## config.mk

```make
export PLATFORM = sky130hd
export DESIGN_NAME = fifo_drain_serializer
export DESIGN_NICKNAME = d
export VERILOG_FILES = /design/src/rtl/fifo_drain_serializer_pkg.sv /design/src/rtl/fifo_drain_serializer.sv
export SDC_FILE = /design/constraint.sdc
export NUM_CORES = 1
export LEC_CHECK = 0
export CAP_MARGIN = 10
export CORE_ASPECT_RATIO = 1.5
export CORE_MARGIN = 2
export CORE_UTILIZATION = 53
export CTS_BUF_LIST = sky130_fd_sc_hd__clkbuf_16
export CTS_CLUSTER_DIAMETER = 120
export DETAILED_ROUTE_END_ITERATION = 8
export HOLD_SLACK_MARGIN = 0.03
export PLACE_DENSITY = 0.86
export SLEW_MARGIN = 30
export SYNTH_ARGS = -nofsm -noshare
export SYNTH_HDL_FRONTEND = slang
export SYNTH_SLANG_ARGS = --single-unit
```

## constraint.sdc

```tcl
create_clock -name clk -period 2.3 [get_ports clk]
set_input_delay 0.46 -clock clk [delete_from_list [all_inputs] [get_ports clk]]
set_output_delay 0.46 -clock clk [all_outputs]
set_load 0.05 [all_outputs]
```

## src/rtl/fifo_drain_serializer_pkg.sv

```systemverilog
// Shared constants for the FIFO drain serializer: FSM encoding and beat-count helpers.
// The helpers let the top derive its beat count and beat-index width from its parameters.
package fifo_drain_serializer_pkg;

   localparam logic [0:0] ST_IDLE = 1'b0;
   localparam logic [0:0] ST_SEND = 1'b1;

   // Number of OUT_WIDTH beats needed to carry one DATA_WIDTH entry.
   function automatic int numBeatsFor(input int dataWidth, input int outWidth);
      return (dataWidth + outWidth - 1) / outWidth;
   endfunction

   // Width of the beat index; never narrower than one bit.
   function automatic int beatIdxWidth(input int numBeats);
      return (numBeats <= 2) ? 1 : $clog2(numBeats);
   endfunction

   localparam int DEF_NUM_BEATS  = numBeatsFor(91, 32);
   localparam int DEF_BEAT_IDX_W = beatIdxWidth(DEF_NUM_BEATS);

endpackage

```

## src/rtl/fifo_drain_serializer.sv

```systemverilog
// Pops entries from a show-ahead FIFO and streams each one as NUM_BEATS LSB-first
// ready/valid beats, chaining the next pop onto the final beat for zero-bubble operation.
module fifo_drain_serializer
   import fifo_drain_serializer_pkg::*;
#(
   parameter int DATA_WIDTH = 91,
   parameter int OUT_WIDTH  = 32,
   parameter int NUM_BEATS  = numBeatsFor(DATA_WIDTH, OUT_WIDTH),
   parameter int CNT_WIDTH  = 16
) (
   input  logic                  clk,
   input  logic                  rstb,
   input  logic                  enable,
   input  logic                  fifoEmpty,
   input  logic [DATA_WIDTH-1:0] fifoData,
   output logic                  fifoRead,
   output logic                  outValid,
   input  logic                  outReady,
   output logic [OUT_WIDTH-1:0]  outData,
   output logic                  outLast,
   output logic                  busy,
   output logic [CNT_WIDTH-1:0]  entriesSent
);

   localparam int IDX_W   = beatIdxWidth(NUM_BEATS);
   localparam int SHIFT_W = NUM_BEATS * OUT_WIDTH;
   localparam logic [IDX_W-1:0] LAST_IDX = IDX_W'(NUM_BEATS - 1);

   logic [0:0]           stateReg;
   logic [IDX_W-1:0]     beatIdxReg;
   logic [SHIFT_W-1:0]   shiftReg;
   logic [CNT_WIDTH-1:0] entriesSentReg;
   logic                 rstDoneReg;

   logic                 sending;
   logic                 lastBeat;
   logic                 beatXfer;
   logic [SHIFT_W-1:0]   loadWord;

   // Entry zero-extended to a whole number of beats so the top beat is padded.
   always_comb begin
      loadWord                   = '0;
      loadWord[DATA_WIDTH-1:0]   = fifoData;
   end

   assign sending  = (stateReg == ST_SEND);
   assign lastBeat = (beatIdxReg == LAST_IDX);
   assign beatXfer = sending && outReady;

   // rstDoneReg keeps the pop strobe quiet while rstb is low, since the state alone reads IDLE then.
   assign fifoRead = rstDoneReg && enable && !fifoEmpty && (!sending || (beatXfer && lastBeat));

   always_ff @(posedge clk or negedge rstb) begin
      if (!rstb) begin
         stateReg       <= ST_IDLE;
         beatIdxReg     <= '0;
         shiftReg       <= '0;
         entriesSentReg <= '0;
         rstDoneReg     <= 1'b0;
      end else begin
         rstDoneReg <= 1'b1;
         if (fifoRead) begin
            shiftReg   <= loadWord;
            beatIdxReg <= '0;
            stateReg   <= ST_SEND;
         end else if (beatXfer) begin
            shiftReg <= shiftReg >> OUT_WIDTH;
            if (lastBeat) begin
               stateReg   <= ST_IDLE;
               beatIdxReg <= '0;
            end else begin
               beatIdxReg <= beatIdxReg + IDX_W'(1);
            end
         end
         if (beatXfer && lastBeat) begin
            entriesSentReg <= entriesSentReg + CNT_WIDTH'(1);
         end
      end
   end

   // The register is fully shifted out by the time the FSM idles, so outData reads zero there.
   assign outValid    = sending;
   assign busy        = sending;
   assign outLast     = sending && lastBeat;
   assign outData     = shiftReg[OUT_WIDTH-1:0];
   assign entriesSent = entriesSentReg;

endmodule

```

==> results of run 1 <==
## synth_stat cells
library cell / instances
sky130_fd_sc_hd__o21ai_0: 22
sky130_fd_sc_hd__buf_6: 3
sky130_fd_sc_hd__nand4_1: 2
sky130_fd_sc_hd__nand2_2: 70
sky130_fd_sc_hd__o21ai_2: 70
sky130_fd_sc_hd__xor2_1: 5
sky130_fd_sc_hd__buf_4: 37
sky130_fd_sc_hd__ha_1: 1
sky130_fd_sc_hd__nand3_1: 4
sky130_fd_sc_hd__a21oi_2: 1
sky130_fd_sc_hd__nand3b_4: 2
sky130_fd_sc_hd__xnor2_1: 10
sky130_fd_sc_hd__and4_1: 1
sky130_fd_sc_hd__nor3_1: 2
sky130_fd_sc_hd__nor2_1: 2
sky130_fd_sc_hd__nor4_4: 1
sky130_fd_sc_hd__nor4_2: 1
sky130_fd_sc_hd__nand4_4: 1
sky130_fd_sc_hd__nand4b_4: 1
sky130_fd_sc_hd__inv_1: 1
sky130_fd_sc_hd__nor3b_1: 1
sky130_fd_sc_hd__buf_12: 8
sky130_fd_sc_hd__clkbuf_2: 1
sky130_fd_sc_hd__nand3b_1: 1
sky130_fd_sc_hd__nand2_1: 70
sky130_fd_sc_hd__mux2i_1: 62
sky130_fd_sc_hd__conb_1: 1
sky130_fd_sc_hd__clkbuf_1: 4
sky130_fd_sc_hd__and3_1: 2
sky130_fd_sc_hd__buf_2: 13
sky130_fd_sc_hd__dfrtp_1: 111
## sequential cells by signal, indices dropped and copies added, names as in the netlist
| signal | flops |
|---|---|
| rstDoneReg | 1 |
| entriesSent | 16 |
| busy | 1 |
| shiftReg | 91 |
| beatIdxReg | 2 |
## layout make-up
cell class              instances  area (um2)  share of cell area
multi-input cells             333        2420               0.329
inverters                       1        3.75            0.000511
clock buffers                   9         225              0.0306
well taps                     144         180              0.0245
flip-flops and latches        111        2780               0.378
clock inverters                 7        57.6             0.00783
repair buffers                162        1690               0.229
## layer usage
metal / vias to the layer above / part of all wire
met2: 105 / 0.53
li1: 1907 / -
met5: - / 0
met3: 17 / 0.056
met4: 0 / 0.020
met1: 1861 / 0.39
## kinds of logic (layout without fill, tap and decap cells)
| group | count (synthesis) | after routing | synth area share |
|---|---|---|---|
| buffers and inverters | 67 | 179 | 0.0976 |
| muxes | 62 | 62 | 0.108 |
| other | 1 | 1 | 0.000653 |
| adders and majority gates | 1 | 1 | 0.00218 |
| DFF | 111 | 111 | 0.484 |
| xor gates and xnor gates | 15 | 15 | 0.0229 |
| and+or+nand+nor | 161 | 161 | 0.158 |
| AOI/OAI and AO/OA | 93 | 93 | 0.127 |
## final timing paths
path	end	slack, ps	start
worst max register to register	shiftReg[85]	540	beatIdxReg[1]
worst min-delay path	entriesSent[15]	500	entriesSent[15]
max in group asynchronous	shiftReg[55]	1090	rstb
worst max-delay path	entriesSent[2]	150	entriesSent[2]
worst min register to register	entriesSent[15]	500	entriesSent[15]
min in group asynchronous	shiftReg[74]	570	rstb
## through the flow
step                instance area (um2)  setup slack, ps  hold slack (ps)
floorplan                          5740              415              164
global placement                   7060              127              388
detailed placement                 7060             73.1              398
CTS                                7350              145              502
global route                       7350              116              530
finish                             7350              152              500
## where the power goes
| group | switching, mW | internal, mW | total [mW] |
|---|---|---|---|
| registers | 0.374 | 2.43 | 2.81 |
| logic | 1.66 | 1.15 | 2.81 |
| clock network | 0.649 | 0.827 | 1.48 |
==> impl_table.tex, run 1 <==
\begin{tabular}{lr}
\hline
Metric & Value \\
\hline
\multicolumn{2}{l}{\textbf{GRT}} \\
\quad Number of antenna violations at the first check in global routing & 0 \\
\quad Number of global-route vias before repair & 4007 \\
\quad Global-route wire length before repair & 19100 um \\
\quad Global Route Usage Sum & 0.207 \\
\quad Most crowded layer after global routing & met2 \\
\quad Pin count of the biggest net entering global routing & 69 \\
\quad Global Route met3 Usage & 0.0521 \\
\quad Global-route track usage on met1 & 0.254 \\
\quad Met2 global-route usage & 0.349 \\
\quad Total overflow reported by the global router & 0 \\
\multicolumn{2}{l}{\textbf{Pwr}} \\
\quad Power density normalized to cell area & 965 nW/um2 \\
\quad Total power consumption of the routed design & $\sim$7.1 mW \\
\quad Highest ir drop seen on vdd & around 1100 uV \\
\quad Pleak & 3.37 nW \\
\multicolumn{2}{l}{\textbf{Floorplanning}} \\
\quad Core Footprint & around 11000 um2 \\
\quad Top Ports & roughly 150 \\
\quad Overall die height & 132 um \\
\quad Die extent in x & 89 um \\
\quad Rows & 46 \\
\quad Die footprint & roughly 12000 um2 \\
\quad Initial Utilization & 0.542 \\
\multicolumn{2}{l}{\textbf{Logic synthesis}} \\
\quad Cell taking the most area after synthesis & sky130\_fd\_sc\_hd\_\_dfrtp\_1 \\
\quad Area fraction of the dominant cell type after synthesis & 0.484 \\
\quad Number of unique standard cell types used by synthesis & 31 \\
\quad Average cell area after synthesis & $\sim$11 um2 \\
\quad Count of warnings emitted by yosys & 0 \\
\quad Number of standard cells after synthesis & around 500 \\
\quad Largest cells by area after synthesis & sky130\_fd\_sc\_hd\_\_dfrtp\_1, sky130\_fd\_sc\_hd\_\_mux2i\_1, sky130\_fd\_sc\_hd\_\_o21ai\_2 \\
\quad Mapped Nets & just over 600 \\
\quad Portion of the post-synthesis area used by sequential elements & 0.484 \\
\quad Netlist Area Pre-Place & approximately 5700 um2 \\
\quad Seq cells post-synth & between 100 and 150 \\
\multicolumn{2}{l}{\textbf{STA}} \\
\quad Final sum of negative setup slack & 0 ps \\
\quad Worst Tran Pin Value & roughly 560 ps \\
\quad Largest clock skew in the final design & 4.74 ps \\
\quad Final critical-path required period & between 2000 and 2500 ps \\
\quad Slew HR & 0.627 \\
\quad Final Hold Fails & 0 \\
\quad Count of final max-slew check failures & 0 \\
\quad Final period util & 0.934 \\
\quad Final setup violating endpoints & 0 \\
\quad Setup repair after global routing missed its margin & false \\
\quad Upper clock frequency limit & 466 MHz \\
\multicolumn{2}{l}{\textbf{Run}} \\
\quad Max-cap viol count & 0 \\
\multicolumn{2}{l}{\textbf{Worst setup path}} \\
\quad Kind of cell adding the most delay to the critical path & buffers and inverters \\
\quad Capturing element type of the critical path & output pin \\
\quad Buffers plus inverters on the worst setup path & 1 \\
\quad Worst Reg-to-Reg Cells & 4 \\
\quad Delay contributed by the slowest stage of the critical path & 860 ps \\
\quad Ordered cell list for the critical path & clkdlybuf4s50\_1 \\
\quad Top fanout value on the critical path & 5 \\
\quad CP Depth & 1 \\
\quad Worst Setup Start Kind & register \\
\quad CP max stage cell & sky130\_fd\_sc\_hd\_\_clkdlybuf4s50\_1 \\
\quad Kind of critical path & reg2out \\
\quad Data arrival at the endpoint of the critical path & between 1500 and 2000 ps \\
\quad Data required time of the worst path & 1840 ps \\
\multicolumn{2}{l}{\textbf{CTS}} \\
\quad Root cell of the clock tree & sky130\_fd\_sc\_hd\_\_clkbuf\_16 \\
\quad Sink count of the clock tree & $\sim$110 \\
\quad CTS tree & done \\
\quad Number of buffers created by CTS & 9 \\
\quad Clock network latency to the later pin of the worst-skew pair & around 330 ps \\
\quad Post-cts hold buffer count & 1 \\
\quad Max Buffers Root-to-Sink & 2 \\
\quad CTS-repair resized insts & 0 \\
\quad Total number of H-tree levels & 3 \\
\quad Setup Fix Bufs, Post-CTS & 0 \\
\quad Clock slew seen by the registers of the worst setup and hold paths & approximately 70 ps \\
\multicolumn{2}{l}{\textbf{Drt}} \\
\quad WL/cell & 15.2 um \\
\quad Via-to-Cell Ratio & 5.07 \\
\quad Routed wire length & $\sim$12000 um \\
\quad Total via count after detailed routing & $\sim$3900 \\
\quad Remaining routing DRC violations & 0 \\
\quad Count of routing violations after the opening detailed-route iteration & between 100 and 150 \\
\quad Number of iterations in the first detailed-routing pass & 4 \\
\quad Remaining antenna violation count after routing & 0 \\
\multicolumn{2}{l}{\textbf{Cells and area}} \\
\quad Most common cell after layout, fill and taps aside & sky130\_fd\_sc\_hd\_\_clkdlybuf4s50\_1 \\
\quad Most frequent cells in the layout & sky130\_fd\_sc\_hd\_\_clkdlybuf4s50\_1, sky130\_fd\_sc\_hd\_\_dfrtp\_1, sky130\_fd\_sc\_hd\_\_nand2\_2, sky130\_fd\_sc\_hd\_\_o21ai\_2, sky130\_fd\_sc\_hd\_\_nand2\_1 \\
\quad Area growth from synthesis to final layout & 28.0\% \\
\quad Fillers & 841 \\
\quad Final net count & 715 \\
\quad Number of non-filler instances in the completed layout & $\sim$770 \\
\quad Final design utilization & 0.694 \\
\quad Total inserted antenna cells & 0 \\
\quad Fraction of layout instances using a drive strength above 1 & 0.287 \\
\multicolumn{2}{l}{\textbf{Place}} \\
\quad DP Wirelength & around 8400 um \\
\quad Number of input and output port buffers inserted & around 150 \\
\quad Placed cell count & 750 \\
\quad Global placement routability congestion & 0.792 \\
\multicolumn{2}{l}{\textbf{Worst hold path}} \\
\quad Class of the most critical hold timing path & reg2reg \\
\quad Hold Crit Depth & 1 \\
\multicolumn{2}{l}{\textbf{Outcome}} \\
\quad Result of the run & completed \\
\hline
\end{tabular}
(Power assumes the default switching activity.)
==> run 2, diff against run 1 <==
- CORE_UTILIZATION: 53 -> 35
- PLACE_DENSITY: 0.86 -> unset
==> impl_table.tex, run 2 (synthesis gave the netlist of run 1 again) <==
\begin{tabular}{lr}
\hline
Metric & Value \\
\hline
\multicolumn{2}{l}{\textbf{STA}} \\
\quad Worst Tran Pin Value & between 500 and 600 ps \\
\quad Final critical-path required period & 2130 ps \\
\quad Final period util & 0.925 \\
\quad Setup repair after global routing missed its margin & false \\
\quad Final setup violating endpoints & 0 \\
\quad Slew HR & 0.607 \\
\quad Count of final max-slew check failures & 0 \\
\quad Largest clock skew in the final design & roughly 8.4 ps \\
\quad Upper clock frequency limit & 470 MHz \\
\quad Final Hold Fails & 0 \\
\multicolumn{2}{l}{\textbf{GRT}} \\
\quad Global-route wire length before repair & slightly below 20000 um \\
\quad Number of antenna violations at the first check in global routing & 0 \\
\quad Total overflow reported by the global router & 0 \\
\quad Global Route Usage Sum & 0.143 \\
\quad Number of global-route vias before repair & 3966 \\
\quad Pin count of the biggest net entering global routing & 60 \\
\multicolumn{2}{l}{\textbf{Floorplanning}} \\
\quad Top Ports & roughly 150 \\
\quad Initial Utilization & 0.356 \\
\quad Core Footprint & 16100 um2 \\
\quad Die footprint & between 15000 and 20000 um2 \\
\quad Die extent in x & approximately 110 um \\
\quad Rows & 57 \\
\quad Overall die height & 161 um \\
\multicolumn{2}{l}{\textbf{Place}} \\
\quad Global placement routability congestion & about 0.73 \\
\quad Placement Cell Area & roughly 7000 um2 \\
\quad Number of input and output port buffers inserted & between 100 and 150 \\
\quad DP Wirelength & $\sim$8700 um \\
\multicolumn{2}{l}{\textbf{Worst setup path}} \\
\quad Worst Setup Start Kind & input port \\
\quad Worst setup path startpoint & outReady \\
\quad Data required time of the worst path & roughly 1800 ps \\
\quad Kind of critical path & in2out \\
\quad Data arrival at the endpoint of the critical path & about 1700 ps \\
\quad Capturing element type of the critical path & output pin \\
\quad Top fanout value on the critical path & 6 \\
\quad Beginning of the worst register-to-register path & busy \\
\multicolumn{2}{l}{\textbf{Drt}} \\
\quad Routed wire length & 11900 um \\
\quad Remaining antenna violation count after routing & 0 \\
\quad Total via count after detailed routing & $\sim$3800 \\
\quad Number of iterations in the first detailed-routing pass & 4 \\
\quad Via-to-Cell Ratio & roughly 4.6 \\
\quad Remaining routing DRC violations & 0 \\
\quad Count of routing violations after the opening detailed-route iteration & approximately 120 \\
\quad WL/cell & approximately 14 um \\
\multicolumn{2}{l}{\textbf{CTS}} \\
\quad Clock slew seen by the registers of the worst setup and hold paths & around 70 ps \\
\quad Total number of H-tree levels & 3 \\
\quad Number of buffers created by CTS & 9 \\
\quad Max Buffers Root-to-Sink & 2 \\
\quad Sink count of the clock tree & between 100 and 150 \\
\quad CTS-repair resized insts & 0 \\
\quad Setup Fix Bufs, Post-CTS & 0 \\
\quad Root cell of the clock tree & sky130\_fd\_sc\_hd\_\_clkbuf\_16 \\
\quad Post-cts hold buffer count & 0 \\
\quad Clock network latency to the later pin of the worst-skew pair & 340 ps \\
\quad CTS tree & done \\
\multicolumn{2}{l}{\textbf{Cells and area}} \\
\quad Total inserted antenna cells & 0 \\
\quad Area growth from synthesis to final layout & 28.8\% \\
\quad Register name with the most flops & shiftReg \\
\quad Most common cell after layout, fill and taps aside & sky130\_fd\_sc\_hd\_\_clkdlybuf4s50\_1 \\
\quad Max FFs per register & 91 \\
\quad Total non-filler cell area in the finished layout & about 7400 um2 \\
\quad Fraction of layout instances using a drive strength above 1 & 0.291 \\
\quad Final net count & $\sim$710 \\
\quad Most frequent cells in the layout & sky130\_fd\_sc\_hd\_\_clkdlybuf4s50\_1, sky130\_fd\_sc\_hd\_\_dfrtp\_1, sky130\_fd\_sc\_hd\_\_nand2\_2, sky130\_fd\_sc\_hd\_\_o21ai\_2, sky130\_fd\_sc\_hd\_\_nand2\_1 \\
\multicolumn{2}{l}{\textbf{Pwr}} \\
\quad Power density normalized to cell area & 959 nW/um2 \\
\quad Highest ir drop seen on vdd & about 730 uV \\
\quad Pleak & roughly 3.3 nW \\
\quad Total power consumption of the routed design & between 7 and 8 mW \\
\multicolumn{2}{l}{\textbf{Outcome}} \\
\quad Result of the run & completed \\
\multicolumn{2}{l}{\textbf{Worst hold path}} \\
\quad Class of the most critical hold timing path & in2async \\
\multicolumn{2}{l}{\textbf{Run}} \\
\quad Max-cap viol count & 0 \\
\hline
\end{tabular}
run 2: cell types whose count changed in the layout (fill, tap and decap cells not counted), sizes merged:
cell	before	now
clkinv	2	1
clkinvlp	1	2
dlygate4sd3	1	0
inv	4	1
run 2: layer usage:
layer,wire length [um],up-vias,GRT usage
met1,5020,1825,0.180
met4,137,0,0.0420
met3,742,10,0.0414
met2,5960,87,0.237
met5,0,-,0
li1,-,1899,-
run 2: path summary, 6_finish.rpt:
| path | slack (ps) | cells after the start | to |
|---|---|---|---|
| worst max-delay path | 170 | 5 | fifoRead |
| worst min-delay path | 60 | 1 | shiftReg[73] |
| worst max register to register | 420 | 4 | entriesSent[13] |
| worst min register to register | 480 | 1 | entriesSent[15] |
| max in group asynchronous | 1570 | 2 | shiftReg[90] |
| min in group clk | 480 | 1 | entriesSent[15] |
run 2: power breakdown:
group / switching, mW / internal [mW]
logic: 1.65 / 1.14
clock network: 0.683 / 0.825
registers: 0.364 / 2.43
total: 2.69 / 4.40
run 2: worst max-delay path, stage by stage:
cell and delay [ps]:
sky130_fd_sc_hd__clkdlybuf4s50_1 530, sky130_fd_sc_hd__nand3b_4 110, sky130_fd_sc_hd__a21oi_4 260, sky130_fd_sc_hd__buf_12 170, sky130_fd_sc_hd__buf_12 130
run 2: final cells by class:
| class | instances | area, um2 |
|---|---|---|
| Clock buffer | 9 | 225 |
| Fill cell | 1531 | 8720 |
| Clock inverter | 4 | 50.0 |
| Tap cell | 206 | 258 |
| Sequential cell | 111 | 2780 |
| Multi-Input combinational cell | 333 | 2420 |
| Timing Repair Buffer | 161 | 1660 |
| Inverter | 1 | 3.75 |
run 2: through the flow:
stage | setup slack (ps) | hold WS, ps | util | instances | TNS [ps]
finish | 173 | 61.3 | 0.459 | 825 | 0
global route | 112 | 92.6 | 0.459 | 825 | 0
CTS | 154 | 65.9 | 0.459 | 825 | 0
detailed placement | -7.85 | 443 | 0.442 | 812 | -7.85
global placement | 91.2 | 442 | 0.442 | 812 | 0
floorplan | 415 | 164 | - | 511 | 0
==> run 3, diff against run 2 <==
- CTS_CLUSTER_DIAMETER: 120 -> unset
- HOLD_SLACK_MARGIN: 0.03 -> 0.02
==> results of run 3 <==
The final DEF is identical to that of run 2; final timing and power are the same.
